## src/rtl/stopwatch_pkg.sv

```systemverilog
// Shared types and constants for the BCD minutes:seconds stopwatch.
package stopwatch_pkg;

    typedef enum logic [1:0] {
        IDLE  = 2'd0,
        RUN   = 2'd1,
        PAUSE = 2'd2
    } sw_state_t;

    typedef logic [3:0] bcd_t;

    localparam bcd_t SEC_ONES_MAX = 4'd9;
    localparam bcd_t SEC_TENS_MAX = 4'd5;
    localparam bcd_t MIN_ONES_MAX = 4'd9;
    localparam bcd_t MIN_TENS_MAX = 4'd5;

endpackage

```

## src/rtl/stopwatch_bcd_digit_mod.sv

```systemverilog
// One BCD digit of the stopwatch: counts 0..MAX on en, synchronous clear.
// tc is combinational so a full carry ripple resolves in a single cycle.
module bcd_digit_mod
    import stopwatch_pkg::*;
#(
    parameter bcd_t MAX = 4'd9
) (
    input  logic clk,
    input  logic reset,
    input  logic en,
    input  logic clr,
    output bcd_t q,
    output logic tc
);

    assign tc = en && (q == MAX);

    // Digit register: clear wins, otherwise wrap at MAX or increment.
    always_ff @(posedge clk or posedge reset) begin
        if (reset) begin
            q <= '0;
        end else if (clr) begin
            q <= '0;
        end else if (en) begin
            q <= (q == MAX) ? '0 : q + 4'd1;
        end
    end

endmodule

```

## src/rtl/stopwatch_core.sv

```systemverilog
// BCD 00:00..59:59 stopwatch driven by the 1 Hz tick from the clock divider.
// Optional lap/freeze display hold is enabled by defining STOPWATCH_LAP_EN.
module stopwatch_core
    import stopwatch_pkg::*;
(
    input  logic       clk,
    input  logic       reset,
    input  logic       tick,
    input  logic       start_stop,
    input  logic       clear,
    input  logic       lap,
    output logic [3:0] sec_ones,
    output logic [3:0] sec_tens,
    output logic [3:0] min_ones,
    output logic [3:0] min_tens,
    output logic       running,
    output logic       wrap
);

    sw_state_t state, state_nxt;

    bcd_t so_q, st_q, mo_q, mt_q;
    logic so_tc, st_tc, mo_tc, mt_tc;
    logic cnt_en;

    // State register.
    always_ff @(posedge clk or posedge reset) begin
        if (reset) state <= IDLE;
        else       state <= state_nxt;
    end

    // Next state: clear overrides everything, start_stop toggles run/pause.
    always_comb begin
        state_nxt = state;
        if (clear) begin
            state_nxt = IDLE;
        end else if (start_stop) begin
            case (state)
                IDLE:    state_nxt = RUN;
                RUN:     state_nxt = PAUSE;
                PAUSE:   state_nxt = RUN;
                default: state_nxt = IDLE;
            endcase
        end
    end

    assign running = (state == RUN);

    // Only ticks sampled while already in RUN count; clear suppresses them.
    assign cnt_en = (state == RUN) && tick && !clear;

    bcd_digit_mod #(.MAX(SEC_ONES_MAX)) u_sec_ones (
        .clk(clk), .reset(reset), .en(cnt_en), .clr(clear), .q(so_q), .tc(so_tc)
    );
    bcd_digit_mod #(.MAX(SEC_TENS_MAX)) u_sec_tens (
        .clk(clk), .reset(reset), .en(so_tc),  .clr(clear), .q(st_q), .tc(st_tc)
    );
    bcd_digit_mod #(.MAX(MIN_ONES_MAX)) u_min_ones (
        .clk(clk), .reset(reset), .en(st_tc),  .clr(clear), .q(mo_q), .tc(mo_tc)
    );
    bcd_digit_mod #(.MAX(MIN_TENS_MAX)) u_min_tens (
        .clk(clk), .reset(reset), .en(mo_tc),  .clr(clear), .q(mt_q), .tc(mt_tc)
    );

    // Rollover pulse: top digit carry only fires on a counted tick at 59:59.
    always_ff @(posedge clk or posedge reset) begin
        if (reset) wrap <= 1'b0;
        else       wrap <= mt_tc;
    end

`ifdef STOPWATCH_LAP_EN
    logic frozen;
    bcd_t hold_so, hold_st, hold_mo, hold_mt;

    // Lap toggles the freeze in RUN only; clear always releases it.
    always_ff @(posedge clk or posedge reset) begin
        if (reset) begin
            frozen  <= 1'b0;
            hold_so <= '0;
            hold_st <= '0;
            hold_mo <= '0;
            hold_mt <= '0;
        end else if (clear) begin
            frozen <= 1'b0;
        end else if (lap && state == RUN) begin
            if (frozen) begin
                frozen <= 1'b0;
            end else begin
                frozen  <= 1'b1;
                hold_so <= so_q;
                hold_st <= st_q;
                hold_mo <= mo_q;
                hold_mt <= mt_q;
            end
        end
    end

    // Display mux: held digits while frozen, live digits otherwise.
    always_comb begin
        sec_ones = frozen ? hold_so : so_q;
        sec_tens = frozen ? hold_st : st_q;
        min_ones = frozen ? hold_mo : mo_q;
        min_tens = frozen ? hold_mt : mt_q;
    end
`else
    logic unused_lap;
    assign unused_lap = lap;

    // Display is always the live count.
    always_comb begin
        sec_ones = so_q;
        sec_tens = st_q;
        min_ones = mo_q;
        min_tens = mt_q;
    end
`endif

endmodule

```

## config.mk

```make
export PLATFORM = sky130hd
export DESIGN_NAME = stopwatch_core
export DESIGN_NICKNAME = d
export VERILOG_FILES = /design/src/rtl/stopwatch_pkg.sv /design/src/rtl/stopwatch_bcd_digit_mod.sv /design/src/rtl/stopwatch_core.sv
export SDC_FILE = /design/constraint.sdc
export NUM_CORES = 1
export LEC_CHECK = 0
export CORE_MARGIN = 1
export CORE_UTILIZATION = 44
export DETAILED_ROUTE_END_ITERATION = 8
export PLACE_DENSITY = 0.82
export SLEW_MARGIN = 20
export SYNTH_ARGS = -nofsm -noshare
export SYNTH_HDL_FRONTEND = slang
export SYNTH_SLANG_ARGS = --single-unit
export TNS_END_PERCENT = 100
```

## constraint.sdc

```tcl
create_clock -name clk -period 1.8 [get_ports clk]
set_clock_uncertainty 0.1 [all_clocks]
set_input_delay 0.36 -clock clk [delete_from_list [all_inputs] [get_ports clk]]
set_output_delay 0.36 -clock clk [all_outputs]
set_load 0.02 [all_outputs]
```

==> flow_metrics.py, run 1 <==
metrics = {
    "power_and_ir_drop": {
        "power_frac_seq": 0.594,
        "switching_share": 0.2537,
        "power_frac_comb": 0.103,
        "p_leak_nw": 0.7953,
        "p_int_mw": 0.5499,
        "p_sw_mw": 0.1869,
        "power_frac_clock": 0.303,
        "ir_drop_uv": 417.3,
        "power_density_mw_per_mm2": 504.6,
    },
    "setup_path": {
        "worst-r2r-cell-count": 6,
        "crit_required_ps": 1340,
        "cpMostUsedCell": "buf_4",
        "cp_slowest_cell": "dfrtp_1",
        "crit_path_end_kind": "primary output",
        "crit_type": "reg -> out",
        "arrival_ps": 1280,
        "start_kind": "register",
        "path_cells": "buf_4, buf_4, dlygate4sd2_1",
        "slowest_delay_ps": 390,
        "cp_max_fo": 4,
    },
    "finish": {
        "fin_area_mm2": 0.001460,
        "instances_no_fill": 171,
        "synthToLayoutAreaGrowth_pct": 38.60,
        "layout.nets": 158,
        "n_fill_cell": 182,
        "antenna_cells": 0,
        "drive_gt1_frac": 0.2378,
    },
    "floorplan": {
        "io_pins": 24,
        "num_rows": 17,
        "die_area_mm2": 0.002594,
        "coreArea_mm2": 0.002233,
        "dieWidth_um": 50.93,
        "die_h_um": 50.93,
        "initial_core_util": 0.4717,
    },
    "routing": {
        "drc": 0,
        "vias_per_cell": 5.462,
        "drt_iter0_drc": 12,
        "wire_per_inst_um": 13.40,
        "first_pass_iters": 4,
        "wl_um": 2292,
        "drtAntennaViolNets": 0,
        "num_vias": 934,
    },
    "logic_synthesis": {
        "synth-seq-cells": 19,
        "synth_area_leader_cell": "dfrtp_1",
        "synth_area_mm2": 0.001054,
        "synth_area_leaders": "dfrtp_1 (45%), ha_1 (9.5%), mux2i_1 (3.8%)",
        "avgSynthCellArea_um2": 10.03,
        "synthesis.yosys.warnings": 0,
        "netlist.area_leader.share": 0.4513,
        "synthCells": 105,
        "synthArstFlopShare": 1.000,
        "syn-num-nets": 119,
        "synth-seq-area-share": 0.4513,
        "synth_edf_count": 0,
        "synth.distinct_cells": 36,
        "ys.flop_type": "dfrtp_1",
    },
    "global_routing": {
        "grt_max_degree": 15,
        "grt_util_all_layers": 0.2074,
        "grt_pass1_wl_um": 3912,
        "grt_pass1_vias": 915,
        "grt_overflow": 0,
        "antenna_found_initial": 0,
    },
    "sta": {
        "finalCriticalPeriod_ps": 1742,
        "fmax_mhz": 573.9,
        "setup_viol": 0,
        "slew_headroom": 0.7618,
        "fin_crit_sh": 0.9680,
        "tns_ps": 0,
        "worst_pin_slew_ps": 356.9,
        "fin_hold_ws_ps": 211.8,
        "hold_violations": 0,
        "rsz0062_at_grt": "true",
        "slew_viol_final": 0,
    },
    "place": {
        "dp_hpwl_um": 1712,
        "dp_cells": 165,
        "place_area_mm2": 0.001396,
        "portBuffers": 22,
        "routabilityCongestion": 0.7987,
    },
    "clock_tree": {
        "clk-insertion-delay-late_ps": 310,
        "clock-sinks": 19,
        "cts_hold_buf": 0,
        "root_buffer": "clkbuf_4",
        "tritoncts": "done",
        "clockBufferDepth": 2,
        "htree_levels": 1,
        "cts_inserted_buffers": 3,
        "clk_pin_slew_ps": 110,
    },
    "job": {
        "maxCapViolCount": 0,
    },
    "status": {
        "status": "complete, no violations",
    },
    "worst_hold_path": {
        "hold_path.class": "in -> async",
    },
}
-- area by class of cell --
class	instances	area, µm²	area share
well taps	28	35.03	0.02399
multi-input cells	77	571.8	0.3916
repair buffers	37	324.1	0.2219
clock inverters	1	5.005	0.003428
flip-flops and latches	19	479.2	0.3282
inverters	6	22.52	0.01542
clock buffers	3	22.52	0.01542
-- repair_timing --
action,CTS,global route
endpoints found under the setup margin,15,8
gates resized for setup,16,11
endpoints found under the hold margin,0,0
setup buffers,0,2
-- sequential cells by signal, indices dropped and copies added, names as in the netlist --
signal	count
state	2
u_min_ones.q	4
u_min_tens.q	4
u_sec_ones.q	4
u_sec_tens.q	4
wrap	1
-- synthesized netlist by cell type (all sizes together) (2+ instances only) --
| master | n |
|---|---|
| mux2i | 4 |
| nand2 | 6 |
| o21ai | 8 |
| nor2b | 2 |
| ha | 8 |
| nand3b | 2 |
| and3 | 2 |
| nand4 | 2 |
| clkbuf | 2 |
| nand3 | 3 |
| dfrtp | 19 |
| a21oi | 7 |
| and3b | 4 |
| nor2 | 10 |
| xnor2 | 2 |
| inv | 6 |
-- placed cells by master, fill, tap and decap left out, types with 2 or more instances in the layout --
master	synthesis	layout
dfrtp_1	19	16
buf_4	0	15
dlygate4sd2_1	0	13
nor2_1	10	10
o21ai_0	8	8
ha_1	8	7
a21oi_1	7	6
nand2_1	6	6
inv_1	6	6
clkdlybuf4s50_1	0	5
mux2i_1	4	4
nand3_1	3	3
clkbuf_4	0	3
dlymetal6s2s_1	0	3
dfrtp_2	0	3
and3b_1	4	2
and3b_2	0	2
nand3b_1	2	2
xnor2_1	2	2
-- critical path, delay by kind of cell (launching register included) --
family,cells,cell delay [ps]
flip-flops,1,390
buffers and inverters,3,570
-- per-stage QoR --
stage               total power [mW]    util  setup WS, ps
detailed placement            0.5227  0.6252        -291.0
floorplan                     0.4819       -        0.4915
global route                  0.7632  0.6538        -31.43
finish                        0.7368  0.6538         57.55
global placement              0.5199  0.6252        -259.3
CTS                           0.7439  0.6314         2.982
-- power by group through the flow --
| stage | logic (mW) | registers, mW | clock network, mW |
|---|---|---|---|
| 3_3_place_gp | 0.0749 | 0.445 | 0 |
| 4_1_cts | 0.0748 | 0.437 | 0.232 |
| 3_5_place_dp | 0.0769 | 0.446 | 0 |
| 6_report | 0.0759 | 0.438 | 0.223 |
| 2_1_floorplan | 0.0336 | 0.448 | 0 |
| 5_1_grt | 0.0838 | 0.439 | 0.241 |
-- path summary, 6_finish.rpt --
| kind | slack (ps) | startpoint | endpoint |
|---|---|---|---|
| worst max-delay path | 60 | u_sec_ones.q[1] | sec_ones[1] |
| worst min-delay path | 210 | reset | u_min_ones.q[3] |
| worst max register to register | 60 | u_sec_ones.q[1] | u_min_tens.q[3] |
| worst min register to register | 410 | u_sec_tens.q[3] | u_sec_tens.q[3] |
| max in group asynchronous | 920 | reset | u_sec_ones.q[0] |
| min in group clk | 410 | u_sec_tens.q[3] | u_sec_tens.q[3] |
-- routing by layer --
metal  up-vias  track usage  routed length, µm  part of all wire
met2        16       0.3596               1172              0.51
li1        447            -                  -                 -
met5         -            0                  0                 0
met1       466       0.2356                997              0.43
met3         5      0.04167                 75             0.033
met4         0       0.1157                 46             0.020
-- cells by family after synthesis --
group	after synthesis	synth area share
AO/OA/AOI/OAI	20	0.1116
adder cells (fa/ha/maj)	8	0.09502
AND/OR/NAND/NOR	41	0.2340
buffers and inverters	9	0.03443
multiplexers	5	0.04869
flip-flops	19	0.4513
XOR/XNOR	3	0.02495
Note: power is estimated with default switching activity, not from simulation.
==> inputs of run 2 (changes only) <==
- HOLD_SLACK_MARGIN: unset -> 0.05
==> results of run 2 <==
Final layout, timing and power as in run 1 (identical DEF).
==> inputs of run 3 (changes only) <==
- SETUP_SLACK_MARGIN: unset -> 0.15
==> run 3 against run 2 <==
  * Sequential share of layout area is 1.4 points lower
  * Maximum frequency is 1.1% higher
  * Register-to-register slack better by 20 ps
  * Final area is 5.1% higher
  * Critical path type is now reg -> reg
  * Largest cell class unchanged
  * Highest routed layer unchanged
==> flow_metrics.py, run 3 (synthesis gave the netlist of run 1 again) <==
metrics = {
    "routing": {
        "num_vias": 950,
        "wire_per_inst_um": 14.92,
        "drt_iter0_drc": 8,
        "drc": 0,
        "first_pass_iters": 3,
        "vias_per_cell": 5.429,
        "wl_um": 2611,
        "drtAntennaViolNets": 0,
    },
    "place": {
        "routabilityCongestion": 0.8185,
        "dp_hpwl_um": 1785,
        "dp_worst_setup_slack_ps": -298.2,
        "portBuffers": 22,
    },
    "clock_tree": {
        "tritoncts": "done",
        "htree_levels": 1,
        "cts_hold_buf": 0,
        "clk_pin_slew_ps": 100,
        "clockBufferDepth": 2,
        "root_buffer": "clkbuf_4",
        "cts_inserted_buffers": 3,
        "clk-insertion-delay-late_ps": 290,
        "clock-sinks": 19,
    },
    "global_routing": {
        "grt_util_all_layers": 0.2251,
        "grt_overflow": 0,
        "grt_pass1_vias": 967,
        "grt_pass1_wl_um": 4250,
        "antenna_found_initial": 0,
        "grt_max_degree": 20,
    },
    "power_and_ir_drop": {
        "power_frac_comb": 0.105,
        "p_int_mw": 0.5547,
        "p_sw_mw": 0.1782,
        "power_density_mw_per_mm2": 477.4,
        "power_frac_seq": 0.601,
        "power_frac_clock": 0.294,
        "ir_drop_uv": 350.4,
        "switching_share": 0.2431,
        "p_leak_nw": 0.7669,
    },
    "floorplan": {
        "die_h_um": 50.93,
        "coreArea_mm2": 0.002233,
        "num_rows": 17,
        "die_area_mm2": 0.002594,
        "io_pins": 24,
        "initial_core_util": 0.4717,
        "dieWidth_um": 50.93,
    },
    "sta": {
        "worst_slack_ps": 77.27,
        "setup_viol": 0,
        "worst_pin_slew_ps": 292.8,
        "slew_viol_final": 0,
        "fin_hold_ws_ps": 277.3,
        "slew_headroom": 0.8048,
        "hold_violations": 0,
        "fin_crit_sh": 0.9571,
        "rsz0062_at_grt": "true",
        "finalCriticalPeriod_ps": 1723,
        "fmax_mhz": 580.5,
    },
    "setup_path": {
        "slowest_delay_ps": 440,
        "regToRegStartpoint": "u_sec_ones.q[1]",
        "path_cells": "inv_2, ha_4, and3b_2, nand4_4, or4_4, a21oi_2",
        "r2r_end": "u_min_tens.q[3]",
        "cp_max_fo": 4,
        "crit_required_ps": 1940,
        "worst-r2r-cell-count": 6,
        "arrival_ps": 1860,
        "crit_path_end_kind": "register",
        "startpoint": "u_sec_ones.q[1]",
        "crit_type": "reg -> reg",
        "start_kind": "register",
        "worstSetupEndpoint": "u_min_tens.q[3]",
        "rrSetupSlack_ps": 80,
        "cp_slowest_cell": "dfrtp_2",
    },
    "finish": {
        "drive_gt1_frac": 0.3537,
        "antenna_cells": 0,
        "final_util": 0.6874,
        "final_cell_mix": "dlygate4sd2_1 (15), buf_4 (15), dfrtp_1 (13)",
        "n_fill_cell": 184,
        "synthToLayoutAreaGrowth_pct": 45.72,
        "layout.nets": 162,
    },
    "worst_hold_path": {
        "hold_path.class": "in -> async",
    },
    "status": {
        "status": "complete, no violations",
    },
    "job": {
        "maxCapViolCount": 0,
    },
}
==> run 3: changes by cell type in the layout (fill, tap and decap cells not counted), sizes merged <==
cell           delta
clkdlybuf4s50     -3
clkbuf            +4
dlymetal6s2s      -3
clkinv            -1
clkdlybuf4s15     +1
buf               +4
dlygate4sd2       +2
==> run 3: what timing repair did <==
item                       in CTS  in global routing
hold endpoints to repair        0                  0
setup buffers                   4                  3
gates resized for setup        31                 21
pin swaps                       5                  6
setup endpoints to repair      27                 19
==> run 3: per-layer routing <==
| layer | vias to the layer above | global-route usage | routed length (µm) | share of wire |
|---|---|---|---|---|
| li1 | 455 | - | - | - |
| met1 | 470 | 0.2713 | 1120 | 0.43 |
| met2 | 21 | 0.3904 | 1352 | 0.52 |
| met3 | 4 | 0.03869 | 92 | 0.035 |
| met4 | 0 | 0.09722 | 45 | 0.017 |
| met5 | - | 0 | 0 | 0 |
==> run 3: critical path: cells and delay by family (launching register included) <==
family / cells / cell delay, ps
adders and majority gates: 1 / 120
and+or+nand+nor: 3 / 820
DFF: 1 / 440
buffers and inverters: 1 / 70
AOI/OAI and AO/OA: 1 / 120
==> run 3: how the worst min path moves through the flow <==
stage / from / end / slack (ps) / cells after the start
final: reset / u_min_tens.q[0] / 280 / 3
after global routing: reset / u_min_ones.q[2] / 300 / 3
after CTS: reset / u_min_ones.q[2] / 290 / 3
after detailed placement: u_sec_tens.q[3] / u_sec_tens.q[3] / 390 / 1
after global placement: u_sec_tens.q[3] / u_sec_tens.q[3] / 380 / 1
after floorplan: reset / state[0] / 210 / 1
==> run 3: area by class of cell <==
class / count / area [µm²] / area share
Timing Repair Buffer: 41 / 344.1 / 0.2241
Inverter: 6 / 22.52 / 0.01467
Multi-Input combinational cell: 77 / 624.3 / 0.4067
Clock buffer: 4 / 26.28 / 0.01711
Tap cell: 28 / 35.03 / 0.02282
Sequential cell: 19 / 483.0 / 0.3146
==> run 3: power by group through the flow <==
stage / clock [mW] / combinational, mW / sequential [mW]
CTS: 0.220 / 0.0769 / 0.440
finish: 0.216 / 0.0767 / 0.441
global route: 0.233 / 0.0845 / 0.442
detailed placement: 0 / 0.0739 / 0.447
floorplan: 0 / 0.0339 / 0.449
global placement: 0 / 0.0726 / 0.447
==> run 3: stage by stage <==
stage	std cells	power (mW)	instance area [µm²]	TNS, ps
after global routing	175	0.7594	1535	0
final	175	0.7329	1535	0
after CTS	172	0.7371	1473	0
after floorplan	105	0.4826	1087	0
after global placement	164	0.5197	1404	-1572
after detailed placement	164	0.5214	1404	-2323
